`config.mk`:
```
export PLATFORM = sky130hd
export DESIGN_NAME = regfile_wr_arbiter
export DESIGN_NICKNAME = d
export VERILOG_FILES = /design/src/rtl/regfile_wr_arbiter.sv
export SDC_FILE = /design/constraint.sdc
export NUM_CORES = 1
export LEC_CHECK = 0
export CORE_MARGIN = 2
export CORE_UTILIZATION = 30
export CTS_CLUSTER_SIZE = 8
export DETAILED_ROUTE_END_ITERATION = 6
export PLACE_DENSITY = 0.56
export SLEW_MARGIN = 20
export SYNTH_ARGS = -nofsm -noshare
export SYNTH_HDL_FRONTEND = slang
export SYNTH_SLANG_ARGS = --single-unit
```
`constraint.sdc`:
```
create_clock -name clk -period 2.7 [get_ports clk]
set_input_delay 0.405 -clock clk [delete_from_list [all_inputs] [get_ports clk]]
set_output_delay 0.405 -clock clk [all_outputs]
set_load 0.005 [all_outputs]
```
`src/rtl/regfile_wr_arbiter.sv`:
```
// Write-port controller for the 32x32 register file: zeroes x1..x31 after reset,
// then merges the writeback stage (priority) with a buffered secondary requester.
module regfile_wr_arbiter #(
    parameter int FIFO_DEPTH     = 2,
    parameter bit CLEAR_ON_RESET = 1'b1
) (
    input  logic        clk,
    input  logic        rst_n,
    input  logic        pipe_write,
    input  logic [4:0]  pipe_addr,
    input  logic [31:0] pipe_data,
    input  logic        sec_valid,
    input  logic [4:0]  sec_addr,
    input  logic [31:0] sec_data,
    output logic        sec_ready,
    input  logic [4:0]  rd_addr_a,
    input  logic [4:0]  rd_addr_b,
    output logic        hazard_a,
    output logic        hazard_b,
    output logic        rf_write,
    output logic [4:0]  rf_wrAddr,
    output logic [31:0] rf_wrData,
    output logic        busy,
    output logic        drop_err
);

    localparam int PTR_W = $clog2(FIFO_DEPTH);
    localparam int CNT_W = $clog2(FIFO_DEPTH + 1);

    typedef enum logic [0:0] {
        ST_CLEAR = 1'b0,
        ST_RUN   = 1'b1
    } state_t;

    state_t             state_r;
    state_t             state_nxt_s;
    logic [4:0]         counter_r;
    logic [4:0]         counter_nxt_s;

    logic [4:0]         fifo_addr_r [FIFO_DEPTH];
    logic [31:0]        fifo_data_r [FIFO_DEPTH];
    // live_r marks an occupied entry that has not been superseded by a pipe write
    logic               live_r      [FIFO_DEPTH];
    logic [PTR_W-1:0]   head_r;
    logic [PTR_W-1:0]   tail_r;
    logic [CNT_W-1:0]   count_r;

    logic               busy_s;
    logic               pipe_issue_s;
    logic               pop_s;
    logic               enq_s;
    logic               haz_a_s;
    logic               haz_b_s;

    function automatic logic [PTR_W-1:0] ptr_inc(input logic [PTR_W-1:0] p);
        if (p == PTR_W'(FIFO_DEPTH - 1)) begin
            return PTR_W'(0);
        end else begin
            return p + PTR_W'(1);
        end
    endfunction

    // Issue/handshake decode derived from registered state
    always_comb begin
        busy_s       = (state_r == ST_CLEAR);
        pipe_issue_s = !busy_s && pipe_write && (pipe_addr != 5'd0);
        pop_s        = !busy_s && !pipe_issue_s && (count_r != CNT_W'(0));
        sec_ready    = !busy_s && (count_r < CNT_W'(FIFO_DEPTH));
        enq_s        = sec_valid && sec_ready && (sec_addr != 5'd0);
        busy         = busy_s;
    end

    // Pending-write hazard lookup for the two decode source registers
    always_comb begin
        haz_a_s = 1'b0;
        haz_b_s = 1'b0;
        for (int i = 0; i < FIFO_DEPTH; i++) begin
            haz_a_s = haz_a_s | (live_r[i] && (fifo_addr_r[i] == rd_addr_a));
            haz_b_s = haz_b_s | (live_r[i] && (fifo_addr_r[i] == rd_addr_b));
        end
        hazard_a = haz_a_s && (rd_addr_a != 5'd0);
        hazard_b = haz_b_s && (rd_addr_b != 5'd0);
    end

    // Clear/run state register
    always_ff @(posedge clk or negedge rst_n) begin
        if (!rst_n) begin
            state_r   <= CLEAR_ON_RESET ? ST_CLEAR : ST_RUN;
            counter_r <= 5'd1;
        end else begin
            state_r   <= state_nxt_s;
            counter_r <= counter_nxt_s;
        end
    end

    // Next-state logic: walk x1..x31 once, then run forever
    always_comb begin
        state_nxt_s   = state_r;
        counter_nxt_s = counter_r;
        case (state_r)
            ST_CLEAR: begin
                if (counter_r == 5'd31) begin
                    state_nxt_s = ST_RUN;
                end else begin
                    counter_nxt_s = counter_r + 5'd1;
                end
            end
            ST_RUN:  state_nxt_s = ST_RUN;
            default: state_nxt_s = ST_RUN;
        endcase
    end

    // Secondary FIFO: kill older same-address entries, pop head, push tail
    always_ff @(posedge clk or negedge rst_n) begin
        if (!rst_n) begin
            head_r  <= PTR_W'(0);
            tail_r  <= PTR_W'(0);
            count_r <= CNT_W'(0);
            for (int i = 0; i < FIFO_DEPTH; i++) begin
                fifo_addr_r[i] <= 5'd0;
                fifo_data_r[i] <= 32'd0;
                live_r[i]      <= 1'b0;
            end
        end else begin
            if (pipe_issue_s) begin
                for (int i = 0; i < FIFO_DEPTH; i++) begin
                    if (fifo_addr_r[i] == pipe_addr) begin
                        live_r[i] <= 1'b0;
                    end
                end
            end
            if (pop_s) begin
                live_r[head_r] <= 1'b0;
                head_r         <= ptr_inc(head_r);
            end
            // the tail slot is never the head slot of a non-empty FIFO here
            if (enq_s) begin
                fifo_addr_r[tail_r] <= sec_addr;
                fifo_data_r[tail_r] <= sec_data;
                live_r[tail_r]      <= 1'b1;
                tail_r              <= ptr_inc(tail_r);
            end
            if (enq_s && !pop_s) begin
                count_r <= count_r + CNT_W'(1);
            end else if (!enq_s && pop_s) begin
                count_r <= count_r - CNT_W'(1);
            end else begin
                count_r <= count_r;
            end
        end
    end

    // Registered regfile write port
    always_ff @(posedge clk or negedge rst_n) begin
        if (!rst_n) begin
            rf_write  <= 1'b0;
            rf_wrAddr <= 5'd0;
            rf_wrData <= 32'd0;
        end else if (busy_s) begin
            rf_write  <= 1'b1;
            rf_wrAddr <= counter_r;
            rf_wrData <= 32'd0;
        end else if (pipe_issue_s) begin
            rf_write  <= 1'b1;
            rf_wrAddr <= pipe_addr;
            rf_wrData <= pipe_data;
        end else if (pop_s) begin
            // a killed head is retired silently so the newer pipe value stands
            rf_write <= live_r[head_r];
            if (live_r[head_r]) begin
                rf_wrAddr <= fifo_addr_r[head_r];
                rf_wrData <= fifo_data_r[head_r];
            end
        end else begin
            rf_write <= 1'b0;
        end
    end

    // Sticky flag for writeback lost while clearing
    always_ff @(posedge clk or negedge rst_n) begin
        if (!rst_n) begin
            drop_err <= 1'b0;
        end else if (pipe_write && (pipe_addr != 5'd0) && busy_s) begin
            drop_err <= 1'b1;
        end
    end

endmodule

```
==> Word-level counts from Yosys, hierarchy flattened <==
Index checks and enable logic that the tools add are counted.
{ "totals": {"inputBits": 88, "reg_bits": 125, "out_inout_bits": 43} }
{ "classes": {"reduce_logical": 30, "n_lt_le_gt_ge": 5, "eq_ne": 9, "n_mux": 41, "addsub": 5, "bitwise": 9} }
{ "ops": {"columns": ["cell", "n"], "rows": [
  ["2-to-1 mux 32 bit", 8],
  ["bitwise mux 64 bit", 1],
  ["2-to-1 mux 5 bit", 8],
  ["demux 32 bit (select 1 bit)", 1],
  ["== test 5 bit", 6],
  ["nonzero test 5 bit", 4],
  ["logical AND 1 bit", 19],
  ["2-to-1 mux 1 bit", 13],
  ["bitwise mux 10 bit", 1],
  ["2-to-1 mux 2 bit", 5],
  ["!= test 3 x 1 -> 1 bit (second input constant)", 2],
  ["adder 5 x 1 -> 5 bit (second input constant)", 1],
  ["demux 5 bit (select 1 bit)", 1],
  ["== test 5 bit (second input constant)", 1],
  ["greater-or-equal comparator 2 bit (second input constant)", 2],
  ["< comparator 2 x 1 -> 1 bit (second input constant)", 2],
  ["NOT 1 -> 2 bit", 2],
  ["AND reduction 2 bit", 2],
  ["nonzero test 2 bit", 2],
  ["logical NOT 1 bit", 3],
  ["adder 1 bit (second input constant)", 2],
  ["adder 2 x 1 -> 2 bit (second input constant)", 1],
  ["AND 2 bit", 1],
  ["demux 1 bit (select 1 bit)", 2],
  ["other kinds (7)", 9]
]} }

==> Depth between registers and ports, before layout <==
Gate-level depths: netlist (run 1).
{ "logic_depth": {"word_depth": 10, "ltp_mapped": 8, "depth_no_buf": 7} }

==> Least setup slack after synthesis (run 1) <==
No wires, ideal clock.
{ "synth_path": {"path_kind": "input to register", "startpoint": "input sec_addr[0]", "endpoint": "register fifo_data_r[16] (netlist bit)", "path_stages": 7, "required_time_ps": 2575, "setup_time_ps": 125, "path_slack_ps": 694, "arrival_time_ps": 1881, "cell_sequence": "or4_4 o211ai_4 inv_4 nand2_4 buf_12 buf_12 mux2_4"} }
{ "synth_between": {"elab_chain_len": 2} }
{ "synth_lines": {"columns": ["item", "line_no", "text"], "rows": [
  ["from (decl)", "13", "input logic [4:0] sec_addr,"],
  ["nonzero test 5 bit", "69", "enq_s = sec_valid && sec_ready && (sec_addr != 5'd0);"],
  ["logical AND 1 bit", "69", null],
  ["to (signal, indexed assignment)", "139", "fifo_data_r[tail_r] <= sec_data;"],
  ["to (decl)", "41", "logic [31:0] fifo_data_r [FIFO_DEPTH];"]
]} }
No other way between the ends.
A chain may end at the register's enable or synchronous reset.

==> Worst setup path in the final report (run 1) <==
{ "layout_path": {"startpoint": "register fifo_addr_r[1] (netlist bit)", "endpoint": "output hazard_b"} }
{ "layout_between": {"elab_chain_len": 4} }
{ "layout_lines": {"columns": ["item", "line_no", "text"], "rows": [
  ["from (decl)", "40", "logic [4:0] fifo_addr_r [FIFO_DEPTH];"],
  ["from (signal, indexed assignment)", "138", "fifo_addr_r[tail_r] <= sec_addr;"],
  ["== test 5 bit", "79", "haz_b_s = haz_b_s | (live_r[i] && (fifo_addr_r[i] == rd_addr_b));"],
  ["logical AND 1 bit", "79", null],
  ["OR 1 bit", "79", null],
  ["logical AND 1 bit", "82", "hazard_b = haz_b_s && (rd_addr_b != 5'd0);"],
  ["to (decl)", "19", "output logic hazard_b,"]
]} }
No other way between the ends.

==> results of run 1 <==
## per-stage QoR
step	instances	total power, mW
2_1_floorplan	522	5.90
3_3_place_gp	904	7.25
3_5_place_dp	904	7.37
4_1_cts	935	9.56
5_1_grt	935	10.1
6_report	935	9.46
## cells in the mapped netlist (all sizes together), types with 5 or more instances
cell	number	share of area, %
nand3	41	3.3
xor2	19	2.7
a21oi	36	2.9
buf	16	2.3
inv	5	0.34
nor2	8	0.60
dfrtp	124	50
clkbuf	22	1.3
xnor2	19	2.7
o211ai	37	4.7
mux2	77	15
mux2i	37	5.9
nand2	37	2.3
## repair_timing
item | CTS | global route
setup endpoints to repair | 0 | 1
hold buffers | 0 | 0
resized for setup | 0 | 1
## cells by family (layout without fill, tap and decap cells)
family / Yosys count / count (layout) / share of synthesized area [%]
flops: 125 / 125 / 50.2
mux: 114 / 114 / 21.3
simple gates: 104 / 104 / 8.31
compound gates: 94 / 94 / 10.2
buf+inv: 44 / 187 / 4.08
xor+xnor: 38 / 38 / 5.34
fa+ha+maj: 3 / 3 / 0.602
## final cells by class
cell class | count | share of cell area (%)
clock buffers | 24 | 5.84
repair buffers | 150 | 17.8
clock inverters | 7 | 0.743
well taps | 270 | 4.01
flip-flops and latches | 125 | 37.2
multi-input cells | 353 | 34.1
inverters | 6 | 0.297
## critical path, delay by kind of cell (launching register included)
kind / cells / cell delay, ps
flops: 1 / 500
compound gates: 1 / 170
buf+inv: 1 / 520
simple gates: 2 / 400
xor+xnor: 1 / 210
## worst max path at each step
stage	from	end	slack, ps
detailed placement	rd_addr_b[1]	hazard_b	170
floorplan	sec_addr[0]	fifo_data_r[16]	690
CTS	fifo_addr_r[1]	hazard_b	90
global route	fifo_addr_r[7]	hazard_b	7
finish	fifo_addr_r[1]	hazard_b	90
global placement	sec_addr[0]	fifo_data_r[37]	190
## per-layer routing
layer / up-vias / share of wire (%) / track usage, % / wire length (um)
met5: - / 0 / 0 / 0
met4: 0 / 0.96 / 4.48 / 157
met3: 16 / 5.7 / 4.72 / 933
met2: 127 / 47 / 24.5 / 7640
met1: 2285 / 47 / 20.6 / 7630
li1: 2154 / - / - / -
## report_power, final
group	switching [mW]	internal, mW	total [mW]
combinational	1.68	2.21	3.89
clock	0.793	1.35	2.14
sequential	0.660	2.77	3.43
total	3.13	6.33	9.46
## sequential cells by signal, indices dropped and copies added (netlist names), 2 cells and up
name	flops
rf_wrAddr	5
live_r	2
counter_r	5
rf_wrData	32
fifo_data_r	64
fifo_addr_r	10
count_r	2
==> results.ini, run 1 <==
[status]
outcome = finished clean

[global_route]
overflow = 0
antenna_found_initial = 0
grt_pass1_wl_um = 26600
grt_max_degree = 72
grt_pass1_vias = 4932
grt.total_usage_pct = 15.5

[setup_path]
end_kind = output port
worstSetupPathType = reg2out
cp_cell_sequence = xor2_1, nor4_1, nand3_1, a21oi_1, clkdlybuf4s50_1
critPathRequiredTime_ps = 2300
critPathMaxStageDelay_ps = 520
crit_slowest_cell = clkdlybuf4s50_1
worst-r2r-setup-slack_ps = 790
worst_r2r_endpoint = fifo_data_r[60]
critPathMaxFanout = 5
cp-start-kind = flop
cp.arrival_ps = 2210
r2r_start = count_r[1]
r2r_cells = 6

[placed_design]
placed_area_um2 = 7850
place_ws_ps = 166
routabilityCongestion = 0.783
hpwl_um = 11300
io_buffers = 130

[clock_tree]
insertion_delay_ps = 410
clockBufferDepth = 2
postCtsSetupRepairBufs = 0
clk_pin_slew_ps = 60
cts_max_level = 4
cts-root-buf = clkbuf_16
clkSinkCount = 125
cts_buffers = 17
cts_tree = done

[cells_and_area]
diodes = 0
syn_to_final_growth_pct = 35.0
drive_gt1_share_pct = 21.1
layout_commonest_cell = clkdlybuf4s50_1
multi_input_area_um2 = 2870
fillers = 1940
final_cell_mix = 129 x clkdlybuf4s50_1, 123 x dfrtp_1, 53 x mux2_2
regArea_um2 = 3130
stdcell_area_um2 = 8410
utilization_pct = 41.5
finalNetCount = 744

[floorplanning]
start_util_pct = 30.7
ioPinCount = 131
rows = 52
core_region_area_um2 = 20300
dieArea_um2 = 21900
die_y_um = 148
die_width_um = 148

[flow_run]
maxCapViolCount = 0

[sta]
rsz0062_at_grt = no
fin_setup_tns_ps = 0
holdWs_ps = 12.7
setup_slack_ps = 86.4
setup_viol = 0
hold_viol = 0
fin_crit_ps = 2610
worst_clock_skew_ps = 8.29
slew_headroom_pct = 47.5
worst_pin_slew_ps = 788
slew_violations = 0
post-route-period-util_pct = 96.8
fmax_mhz = 383

[power_and_ir_drop]
peakVddDrop_mv = 0.505
power.density_nw_per_um2 = 1120
p_leak_nw = 3.50

[synth]
syn-cell-area_um2 = 6230
ys_seq_elements = 125
synth_cells = 522
synth_flop_cell = dfrtp_1
synth_nets = 613
synthArstFlopShare_pct = 100
synth_area_per_cell_um2 = 11.9
synth_seq_area_share_pct = 50.2
ys_types = 49
synth_edf_count = 0
yosysWarnings = 0

[drt]
drc_errors = 0
wl_per_cell_um = 17.5
vias_per_cell = 4.90
dr.pass1.iters = 4
vias = 4582
ant_nets = 0
drt_iter0_markers = 168
wl_um = 16400

[hold_path]
hold_path_class = in2async

(Power assumes the default switching activity.)
==> run 2: changes to the inputs <==
--- a/config.mk
+++ b/config.mk
@@ -10,7 +10,6 @@
 export CTS_CLUSTER_SIZE = 8
 export DETAILED_ROUTE_END_ITERATION = 6
 export PLACE_DENSITY = 0.56
-export SLEW_MARGIN = 20
 export SYNTH_ARGS = -nofsm -noshare
 export SYNTH_HDL_FRONTEND = slang
 export SYNTH_SLANG_ARGS = --single-unit
==> results of run 2 <==
Final layout, timing and power as in run 1 (identical DEF).
==> run 3: changes to the inputs <==
--- a/config.mk
+++ b/config.mk
@@ -9,6 +9,7 @@
 export CORE_UTILIZATION = 30
 export CTS_CLUSTER_SIZE = 8
 export DETAILED_ROUTE_END_ITERATION = 6
+export HOLD_SLACK_MARGIN = 0.03
 export PLACE_DENSITY = 0.56
 export SYNTH_ARGS = -nofsm -noshare
 export SYNTH_HDL_FRONTEND = slang
==> run 3 against run 2 <==
  * Die area did not move
  * Core utilization barely moved
  * Critical path depth did not move
  * Critical path type unchanged
==> results.ini, run 3 (synthesis results as in run 1) <==
[cells_and_area]
diodes = 0  ; unchanged
largest-register = fifo_data_r
reg_top3 = fifo_data_r: 64 flops, rf_wrData: 32 flops, fifo_addr_r: 10 flops
drive_gt1_share_pct = 21.0  ; -0.032 points
largest_register_ffs = 64  ; unchanged
syn_to_final_growth_pct = 35.2
stdcell_area_um2 = 8420  ; +0.12%
layout_commonest_cell = clkdlybuf4s50_1
final_cell_mix = 129 x clkdlybuf4s50_1, 123 x dfrtp_1, 53 x mux2_2
finalNetCount = 745  ; +0.13%

[clock_tree]
clk_pin_slew_ps = 50  ; about the same
cts_buffers = 17  ; unchanged
cts_max_level = 4  ; unchanged
clockBufferDepth = 2  ; unchanged
cts-root-buf = clkbuf_16
clkSinkCount = 125  ; unchanged
insertion_delay_ps = 410  ; about the same
cts_tree = done

[placed_design]
hpwl_um = 11300  ; unchanged
routabilityCongestion = 0.783  ; unchanged
placed_area_um2 = 7850  ; unchanged
io_buffers = 130  ; unchanged

[drt]
dr.pass1.iters = 4  ; unchanged
ant_nets = 0  ; unchanged
drt_iter0_markers = 148  ; -12%
vias_per_cell = 4.88  ; -0.39%
drc_errors = 0  ; unchanged
vias = 4569  ; -0.28%
wl_um = 16300  ; -0.21%
wl_per_cell_um = 17.4  ; -0.32%

[global_route]
grt.total_usage_pct = 15.5  ; unchanged
grt_pass1_vias = 4932  ; unchanged
antenna_found_initial = 0  ; unchanged
grt_pass1_wl_um = 26600  ; unchanged
overflow = 0  ; unchanged
grt_max_degree = 72  ; unchanged

[setup_path]
critPathRequiredTime_ps = 2300  ; about the same
cp-start-kind = flop
cp.arrival_ps = 2200  ; about the same
worst-path-buf-inv = 1  ; unchanged
end_kind = output port
worst-r2r-setup-slack_ps = 790  ; about the same
cp_cell_sequence = xor2_1, nor4_1, nand3_1, a21oi_1, clkdlybuf4s50_1
worstSetupPathType = reg2out
crit_slowest_cell = clkdlybuf4s50_1
crit_family = buffers and inverters
critPathMaxStageDelay_ps = 520  ; about the same
critPathMaxFanout = 5  ; unchanged

[sta]
worst_pin_slew_ps = 789  ; +0.356 ps
post-route-period-util_pct = 96.6  ; -0.20 points
fin_setup_tns_ps = 0  ; unchanged
hold_viol = 0  ; unchanged
rsz0062_at_grt = no
slew_violations = 0  ; unchanged
worst_clock_skew_ps = 8.26  ; -0.0257 ps
fmax_mhz = 383  ; +0.21%
fin_crit_ps = 2610  ; -5.35 ps
setup_viol = 0  ; unchanged
slew_headroom_pct = 47.4  ; about the same

[floorplanning]
start_util_pct = 30.7  ; unchanged
rows = 52  ; unchanged
core_region_area_um2 = 20300  ; unchanged
dieArea_um2 = 21900  ; unchanged
ioPinCount = 131  ; unchanged
die_y_um = 148  ; unchanged
die_width_um = 148  ; unchanged

[power_and_ir_drop]
peakVddDrop_mv = 0.503  ; -0.29%
p_leak_nw = 3.51  ; +0.12%
power.density_nw_per_um2 = 1120  ; -0.18%

[hold_path]
hold_path_class = reg2reg

[flow_run]
maxCapViolCount = 0  ; unchanged

[status]
outcome = finished clean

[run 3: cell type report]
cell class / count / area (um2)
multi-input cells: 353 / 2870
inverters: 6 / 25.0
fillers: 1938 / 11900
clock buffers: 24 / 492
repair buffers: 151 / 1510
clock inverters: 7 / 62.6
well taps: 270 / 338
flip-flops and latches: 125 / 3130
[run 3: repair_timing]
item                                    CTS  global route
buffers inserted                          0             0
endpoints found under the setup margin    0             1
gates resized for setup                   0             1
hold buffers                              1             0
endpoints found under the hold margin    15             0
[run 3: per-stage QoR]
| step | utilization [%] | std cells | hold WS [ps] | total power, mW | setup WS, ps |
|---|---|---|---|---|---|
| 2_1_floorplan | - | 522 | 109 | 5.90 | 694 |
| 3_3_place_gp | 38.7 | 904 | 442 | 7.25 | 193 |
| 3_5_place_dp | 38.7 | 904 | 449 | 7.37 | 166 |
| 4_1_cts | 41.5 | 936 | 466 | 9.56 | 88.9 |
| 5_1_grt | 41.5 | 936 | 500 | 10.1 | 7.09 |
| 6_report | 41.5 | 936 | 463 | 9.46 | 91.8 |
[run 3: metal layers]
metal / track usage, % / routed length (um) / up-vias
met3: 4.72 / 893 / 16
met4: 4.48 / 157 / 0
met5: 0 / 0 / -
met1: 20.6 / 7640 / 2282
met2: 24.5 / 7640 / 116
li1: - / - / 2155
[run 3: worst reg2reg max path: stages (launching register included)]
cell and delay (ps):
dfrtp_1 410, and2b_1 300, o211ai_4 120, buf_4 170, nor2_4 110, buf_4 310
mux2_2 380
[run 3: final timing paths]
kind / from / cells after the start / end
max: fifo_addr_r[1] / 5 / hazard_b
min: drop_err / 1 / drop_err
max reg2reg: count_r[1] / 6 / fifo_data_r[60]
min reg2reg: drop_err / 1 / drop_err
max in group asynchronous: rst_n / 3 / fifo_data_r[20]
min in group asynchronous: rst_n / 3 / counter_r[3]
[run 3: where the power goes]
part	leakage [nW]	internal (mW)	switching, mW
registers	1.46	2.77	0.659
logic	1.77	2.21	1.68
clock network	0.276	1.35	0.789
total	3.51	6.33	3.13
